**src/rtl/alu_cmd_issuer.sv**
```systemverilog
// Command front-end for the registered 4-bit ALU: buffers {A, B, op} in a FIFO, issues one per cycle,
// and tracks each issued command through the fixed ALU latency to return a tagged result.
module alu_cmd_issuer #(
  parameter int unsigned DEPTH   = 4,
  parameter int unsigned ALU_LAT = 2,
  parameter int unsigned TAG_W   = 4
) (
  input  logic                     clk,
  input  logic                     rst,
  input  logic                     cmd_valid,
  output logic                     cmd_ready,
  input  logic [3:0]               cmd_a,
  input  logic [3:0]               cmd_b,
  input  logic [1:0]               cmd_op,
  input  logic                     issue_en,
  output logic [3:0]               alu_a,
  output logic [3:0]               alu_b,
  output logic [1:0]               alu_op,
  output logic                     issue_valid,
  input  logic [7:0]               alu_out,
  output logic                     res_valid,
  output logic [7:0]               res_data,
  output logic [1:0]               res_op,
  output logic [TAG_W-1:0]         res_tag,
  output logic [$clog2(DEPTH):0]   fifo_count
);

  localparam int unsigned PW = $clog2(DEPTH);
  localparam int unsigned CW = PW + 1;
  localparam int unsigned TW = 3 + TAG_W;

  typedef struct packed {
    logic [3:0] a;
    logic [3:0] b;
    logic [1:0] op;
  } cmd_t;

  typedef struct packed {
    logic             vld;
    logic [1:0]       op;
    logic [TAG_W-1:0] tag;
  } trk_t;

  cmd_t                mem [DEPTH];
  logic [PW-1:0]       wr_ptr;
  logic [PW-1:0]       rd_ptr;
  logic [CW-1:0]       count_nxt;
  logic [TAG_W-1:0]    tag_cnt;
  logic [TAG_W-1:0]    issue_tag;
  logic [ALU_LAT*TW-1:0] trk_q;
  logic                push_c;
  logic                pop_c;
  cmd_t                head_c;
  trk_t                trk_in_c;
  trk_t                trk_out_c;

  assign push_c    = cmd_valid & cmd_ready;
  assign pop_c     = issue_en & (fifo_count != '0);
  assign head_c    = mem[rd_ptr];
  assign trk_in_c  = '{vld: issue_valid, op: alu_op, tag: issue_tag};
  assign trk_out_c = trk_t'(trk_q[ALU_LAT*TW-1 -: TW]);

  // Next occupancy; simultaneous push and pop leaves it unchanged.
  always_comb begin
    count_nxt = fifo_count;
    if (push_c && !pop_c) begin
      count_nxt = fifo_count + CW'(1);
    end else if (!push_c && pop_c) begin
      count_nxt = fifo_count - CW'(1);
    end
  end

  // Storage needs no reset: an entry is only read after it has been written.
  always_ff @(posedge clk) begin
    if (push_c) begin
      mem[wr_ptr] <= '{a: cmd_a, b: cmd_b, op: cmd_op};
    end
  end

  always_ff @(posedge clk or negedge rst) begin
    if (!rst) begin
      wr_ptr      <= '0;
      rd_ptr      <= '0;
      fifo_count  <= '0;
      cmd_ready   <= 1'b1;
      tag_cnt     <= '0;
      issue_tag   <= '0;
      issue_valid <= 1'b0;
      alu_a       <= '0;
      alu_b       <= '0;
      alu_op      <= '0;
      trk_q       <= '0;
      res_valid   <= 1'b0;
      res_data    <= '0;
      res_op      <= '0;
      res_tag     <= '0;
    end else begin
      fifo_count  <= count_nxt;
      cmd_ready   <= (count_nxt < CW'(DEPTH));
      issue_valid <= pop_c;
      if (push_c) begin
        wr_ptr <= wr_ptr + PW'(1);
      end
      if (pop_c) begin
        rd_ptr    <= rd_ptr + PW'(1);
        alu_a     <= head_c.a;
        alu_b     <= head_c.b;
        alu_op    <= head_c.op;
        issue_tag <= tag_cnt;
        tag_cnt   <= tag_cnt + TAG_W'(1);
      end
      // Newest stage in the low bits; the oldest drops off the top.
      trk_q     <= (ALU_LAT*TW)'({trk_q, trk_in_c});
      res_valid <= trk_out_c.vld;
      if (trk_out_c.vld) begin
        res_data <= alu_out;
        res_op   <= trk_out_c.op;
        res_tag  <= trk_out_c.tag;
      end
    end
  end

endmodule

```
**config.mk**
```make
export PLATFORM = sky130hd
export DESIGN_NAME = alu_cmd_issuer
export DESIGN_NICKNAME = d
export VERILOG_FILES = /design/src/rtl/alu_cmd_issuer.sv
export SDC_FILE = /design/constraint.sdc
export NUM_CORES = 1
export LEC_CHECK = 0
export BUFFER_PORTS_ARGS = -buffer_cell sky130_fd_sc_hd__buf_2
export CORE_ASPECT_RATIO = 0.5
export CORE_UTILIZATION = 50
export CTS_CLUSTER_SIZE = 40
export DETAILED_ROUTE_END_ITERATION = 8
export PLACE_DENSITY = 0.74
export REMOVE_ABC_BUFFERS = 1
export SLEW_MARGIN = 0
export SYNTH_ARGS = -nofsm -noshare
export SYNTH_HDL_FRONTEND = slang
export SYNTH_SLANG_ARGS = --single-unit
```
**constraint.sdc**
```tcl
create_clock -name clk -period 1.8 [get_ports clk]
set_clock_uncertainty 0.05 [all_clocks]
set_input_delay 0.09 -clock clk [delete_from_list [all_inputs] [get_ports clk]]
set_output_delay 0.09 -clock clk [all_outputs]
set_load 0.1 [all_outputs]
```
==> out/metrics.csv, run 1 <==
stage,metric,value,unit
drt,vias,1900,
cells_and_area,nets,315,
cells_and_area,stdcell_count,380,
logic_synthesis,async_flop_share,58.3,%
cells_and_area,final_area,4560,um2
clocking,cts_sinks,96,
setup_path,worstPathRequired,2.00,ns
setup_path,slowest_stage,dfrtp_1,
placed_design,dp.cells,343,
logic_synthesis,synth_top_area_share,38.4,%
drt,remaining_drc_errors,0,
global_route,overflow,0,
floorplan,dieWidth,122,um
clocking,clk_latency,0.33,ns
setup_path,crit_top_cell,ha_4,
logic_synthesis,yosys_warnings,0,
global_route,grt_pass1_wl,9.00,mm
global_route,antenna_found_initial,0,
setup_path,cp-startpoint,fifo_count[0],
cells_and_area,utilization,67.1,%
clocking,cts_tree,done,
setup_path,critPathArrivalTime,1.92,ns
setup_path,cp-end-kind,flip-flop,
logic_synthesis,synth_edf_count,40,
clocking,cts_buffers,9,
clocking,clockRootBuffer,clkbuf_16,
placed_design,place.detailed.hpwl,3.72,mm
floorplan,core_area,6810,um2
setup_path,start_kind,flip-flop,
clocking,clkTransAtPathRegs,0.06,ns
sta,drv_slew,0,
sta,worst_slew_pin_slew,0.603,ns
cells_and_area,fill_cells,456,
floorplan,ios,52,
cells_and_area,syn2layout_area_growth,27.4,%
placed_design,place.gp.congestion,0.796,
setup_path,path_cells,"inv_2, ha_4, nand2b_4, nand2_4, inv_1, ha_4, nor3b_2, o21ai_1, o211ai_1",
logic_synthesis,ys_seq_area_share,72.7,%
cells_and_area,antennaDiodeCount,0,
logic_synthesis,synth_common_cells,"dfrtp_1, edfxtp_1, mux2_2",
logic_synthesis,synth_flop_cell,dfrtp_1,
placed_design,dpl_cell_area,4020,um2
drt,route.detailed.wl_per_inst,15.3,um
sta,final_hold_viol_count,0,
logic_synthesis,synth_cell_types,25,
flow_run,max-cap-violations,0,
floorplan,rows,21,
logic_synthesis,synth_most_common_cell,dfrtp_1,
drt,viasPerCell,5.00,
logic_synthesis,syn_area,3580,um2
logic_synthesis,synth-seq-cells,96,
placed_design,io_buffers,51,
clocking,clk_path_buf_depth,2,
cells_and_area,final_layout_size_suffix_gt1_share,42.0,%
sta,period_needed,1.72,ns
drt,routed_wl,5.83,mm
setup_path,crit_fanout,7,
logic_synthesis,synth_top_cell_by_area,dfrtp_1,
setup_path,crit_type,flip-flop to flip-flop,
floorplan,fp.dieH,61.9,um
sta,fmax,580,MHz
sta,finalCritPeriodShare,95.8,%
floorplan,die_area,7530,um2
outcome,status,"complete, no violations",
drt,drtIter0Drc,73,
hold_path,min_path_type,input pin to flip-flop,
drt,antenna_left,0,
drt,dr.pass1.iters,4,
global_route,grt_usage,17.3,%
clocking,htree_levels,3,
setup_path,cpPeakStageDelay,0.39,ns
setup_path,r2r_cells,9,
logic_synthesis,synthTopCellsByArea,"dfrtp_1, edfxtp_1, mux2_2, mux4_2, ha_1",
logic_synthesis,syn_inst,192,
setup_path,r2r-start,fifo_count[0],
sta,setup_viol,0,
global_route,grt_max_degree,57,
floorplan,start_util,52.6,%
sta,slew_headroom,59.8,%
global_route,grt_pass1_vias,1846,
setup_path,r2r_setup_slack,0.08,ns
logic_synthesis,avgSynthCellArea,18.7,um2
## cell families after synthesis
logic type | share of synthesized area (%)
muxes | 15.6
xor gates and xnor gates | 1.71
DFF | 72.7
buffers and inverters | 1.54
AOI/OAI and AO/OA | 1.26
and+or+nand+nor | 3.70
adders and majority gates | 3.49
## layout by cell type (no fill, tap or decap), types with 5 or more instances in the layout
| cell type | synthesis | final |
|---|---|---|
| buf_4 | 0 | 13 |
| nand2_1 | 5 | 5 |
| ha_1 | 10 | 7 |
| buf_2 | 2 | 51 |
| dfrtp_1 | 55 | 55 |
| mux4_2 | 8 | 8 |
| clkbuf_16 | 0 | 9 |
| mux2_2 | 25 | 25 |
| and3_1 | 5 | 5 |
| xnor2_1 | 7 | 7 |
| edfxtp_1 | 40 | 40 |
| dlygate4sd3_1 | 0 | 19 |
## worst min path at each step
stage	from	end	slack [ns]	depth (start not counted)
after global routing	issue_en	tag_cnt[2]	0.04	3
final	issue_en	tag_cnt[3]	0.04	3
after detailed placement	rst	alu_a[2]	0.06	2
after floorplan	rst	asynchronous set/reset pin	-0.26	0
after CTS	issue_en	tag_cnt[2]	0.03	3
after global placement	rst	alu_b[1]	0.06	2
## state kept, by name, summed over array words and instances (netlist names), named ones only
signal and count:
mem 40, trk_q 14, res_data 8, alu_a 4, alu_b 4, issue_tag 4
res_tag 4, tag_cnt 4, alu_op 2, fifo_count 2, rd_ptr 2, res_op 2
wr_ptr 2, cmd_ready 1, issue_valid 1, res_valid 1
## cell type report
type / instances / area (um2) / area share, %
inverter: 6 / 22.5 / 0.494
sequential: 96 / 2600 / 57.1
tap: 92 / 115 / 2.52
clock inverter: 6 / 58.8 / 1.29
timing repair buffer: 84 / 563 / 12.3
multi-input combinational: 86 / 961 / 21.1
clock buffer: 10 / 239 / 5.24
## per-stage QoR
| stage | worst slack (ns) | hold slack [ns] | setup TNS [ns] |
|---|---|---|---|
| 4_1_cts | 0.00303 | 0.0308 | 0 |
| 5_1_grt | -0.0211 | 0.0370 | -0.0211 |
| 2_1_floorplan | -0.716 | -0.256 | -6.88 |
| 6_report | 0.0762 | 0.0437 | 0 |
| 3_3_place_gp | 0.0373 | 0.0568 | 0 |
| 3_5_place_dp | -0.152 | 0.0644 | -0.205 |
## worst max-delay path: cells and delay by family, from the launching register on
| family | cells | cell delay [ns] |
|---|---|---|
| adder cells (fa/ha/maj) | 2 | 0.40 |
| AND/OR/NAND/NOR | 3 | 0.34 |
| flip-flops | 1 | 0.39 |
| AO/OA/AOI/OAI | 2 | 0.28 |
| buffers and inverters | 2 | 0.18 |
## routing by layer
metal	global-route usage [%]	up-vias	share of wire (%)
li1	-	892	-
met1	19.6	943	42
met5	0	-	0
met4	9.52	0	1.6
met2	30.3	54	51
met3	5.84	11	4.8
## repair_timing
item,CTS,global route
setup buffers,1,1
hold endpoints to repair,104,0
endpoints found under the setup margin,2,2
pin swaps,0,1
hold buffers,19,0
gates resized for setup,4,5
gates cloned,0,0
Power of run 1 is left out: the tool's default activity adds up to more than one toggle a clock period on the data nets, which glitch-free logic cannot reach.
==> run 2, diff against run 1 <==
--- a/config.mk
+++ b/config.mk
@@ -5,6 +5,7 @@
 export SDC_FILE = /design/constraint.sdc
 export NUM_CORES = 1
 export LEC_CHECK = 0
+export ABC_AREA = 1
 export BUFFER_PORTS_ARGS = -buffer_cell sky130_fd_sc_hd__buf_2
 export CORE_ASPECT_RATIO = 0.5
 export CORE_UTILIZATION = 50
==> out/metrics.csv, run 2 <==
stage,metric,value,unit
outcome,status,"complete, no violations",
placed_design,pre_cts_slack,0.118,ns
floorplan,start_util,52.2,%
logic_synthesis,ys_seq_area_share,67.3,%
logic_synthesis,synth_common_cells,"nand2_1, inv_1, dfrtp_1",
logic_synthesis,synth-seq-cells,96,
sta,setup_tns,0,ns
placed_design,dpl_cell_area,4260,um2
clocking,htree_levels,3,
global_route,grt_pass1_vias,2384,
setup_path,cp-end-kind,flip-flop,
global_route,grt_pass1_wl,10.8,mm
placed_design,io_buffers,51,
clocking,clockRootBuffer,clkbuf_16,
sta,final_hold_viol_count,0,
cells_and_area,syn2layout_area_growth,22.3,%
floorplan,ios,52,
cells_and_area,mostFrequentLayoutCells,"nand2_1, inv_1, dfrtp_1, buf_2, edfxtp_1",
drt,vias,2417,
hold_path,min_path_type,input pin to flip-flop,
drt,routed_wl,6.27,mm
cells_and_area,final_common_cell,nand2_1,
logic_synthesis,synth_most_common_cell,nand2_1,
logic_synthesis,synthTopCellsByArea,"dfrtp_1, edfxtp_1, nand2_1, inv_1, mux2_2",
setup_path,cpPeakStageDelay,0.39,ns
sta,worst_slew_pin_slew,0.564,ns
setup_path,crit_type,flip-flop to flip-flop,
drt,antenna_left,0,
floorplan,core_area,7400,um2
setup_path,start_kind,flip-flop,
cells_and_area,antennaDiodeCount,0,
sta,setup_viol,0,
floorplan,dieWidth,126,um
setup_path,r2r_setup_slack,0.10,ns
cells_and_area,largestRegisters,"mem (40), trk_q (14), res_data (8)",
logic_synthesis,synth_top_area_share,35.6,%
logic_synthesis,yosys_warnings,0,
logic_synthesis,async_flop_share,58.3,%
cells_and_area,largest_register,mem,
setup_path,path_cells,"inv_1, ha_1, nand2_4, nand2_4, inv_6, ha_1, or2_2, nand3_1, o21ai_0",
logic_synthesis,syn_area,3870,um2
sta,drv_slew,0,
global_route,overflow,0,
placed_design,place.gp.congestion,0.749,
logic_synthesis,synth_top_cell_by_area,dfrtp_1,
placed_design,place.detailed.hpwl,3.76,mm
logic_synthesis,avgSynthCellArea,11.1,um2
floorplan,fp.dieH,64.2,um
drt,dr.pass1.iters,4,
setup_path,slowest_stage,dfrtp_1,
global_route,grt_usage,17.9,%
setup_path,critPathArrivalTime,1.87,ns
floorplan,rows,22,
sta,whs,0.132,ns
sta,slew_headroom,62.4,%
logic_synthesis,syn_inst,347,
sta,layout_setup_ws,0.104,ns
global_route,antenna_found_initial,0,
floorplan,die_area,8110,um2
cells_and_area,fill_cells,560,
drt,remaining_drc_errors,0,
clocking,clk_path_buf_depth,2,
logic_synthesis,synth_flop_cell,dfrtp_1,
global_route,grt_max_degree,57,
sta,finalCritPeriodShare,94.2,%
logic_synthesis,synth_edf_count,40,
clocking,cts_tree,done,
cells_and_area,multi_input_area,957,um2
sta,fmax,590,MHz
drt,drtIter0Drc,102,
cells_and_area,seq_area,2600,um2
clocking,clk_latency,0.34,ns
cells_and_area,nets,460,
sta,rsz0062_at_grt,no,
setup_path,worstPathRequired,1.97,ns
drt,route.detailed.wl_per_inst,11.9,um
setup_path,crit_fanout,4,
flow_run,max-cap-violations,0,
logic_synthesis,synth_cell_types,24,
clocking,cts_sinks,96,
cells_and_area,final_area,4730,um2
clocking,cts_buffers,9,
clocking,clkTransAtPathRegs,0.06,ns
cells_and_area,largest_reg_flops,40,
cells_and_area,final_layout_size_suffix_gt1_share,21.9,%
drt,viasPerCell,4.57,
sta,period_needed,1.70,ns
## run 2: cell count changes after synthesis, sizes merged, moves of 10 or more
| cell | delta |
|---|---|
| inv | +55 |
| mux2 | -15 |
| mux4 | -10 |
| nand2 | +103 |
| nand3 | +22 |
## run 2: worst paths after layout
check	from	cells after the start	endpoint
worst max-delay path	fifo_count[0]	9	fifo_count[0]
worst min-delay path	cmd_valid	3	wr_ptr[0]
worst max register to register	fifo_count[0]	9	fifo_count[0]
worst min register to register	trk_q[4]	0	trk_q[11]
max in group asynchronous	rst	3	cmd_ready
min in group asynchronous	rst	3	alu_b[0]
## run 2: cells by family (layout without fill, tap and decap cells)
group	Yosys count	in the layout	share of synthesized area [%]
flip-flops	96	96	67.3
AND/OR/NAND/NOR	144	144	15.3
XOR/XNOR	3	3	0.874
AO/OA/AOI/OAI	9	9	1.23
adder cells (fa/ha/maj)	10	10	3.24
buffers and inverters	71	157	7.90
multiplexers	14	14	4.08
## run 2: final cells by class
class                           count  share of cell area (%)
Tap cell                           96                    2.54
Multi-Input combinational cell    180                    20.2
Inverter                           61                    4.95
Timing Repair Buffer               80                    11.3
Clock buffer                       11                    4.92
Sequential cell                    96                    55.1
Clock inverter                      5                    1.01
## run 2: per-layer routing
layer	routed length [um]	GRT usage (%)
met1	2810	19.7
met2	3090	31.3
met3	290	6.11
met4	79	8.73
met5	0	0
## run 2: timing repair
action                                 in CTS  in global routing
gates resized for setup                     0                  0
buffers inserted                            0                  0
endpoints found under the hold margin     104                  0
hold buffers                               19                  0
## run 2: critical path: cells and delay by family (launching register included)
family | cells | cell delay [ns]
and+or+nand+nor | 4 | 0.51
DFF | 1 | 0.39
adders and majority gates | 2 | 0.38
buffers and inverters | 2 | 0.16
AOI/OAI and AO/OA | 1 | 0.07
## run 2: metrics by stage
| step | utilization [%] | std cells |
|---|---|---|
| after floorplan | - | 337 |
| after global placement | 57.5 | 494 |
| after detailed placement | 57.5 | 494 |
| after CTS | 63.9 | 529 |
| after global routing | 63.9 | 529 |
| final | 63.9 | 529 |
Power of run 2 is left out for the same reason.
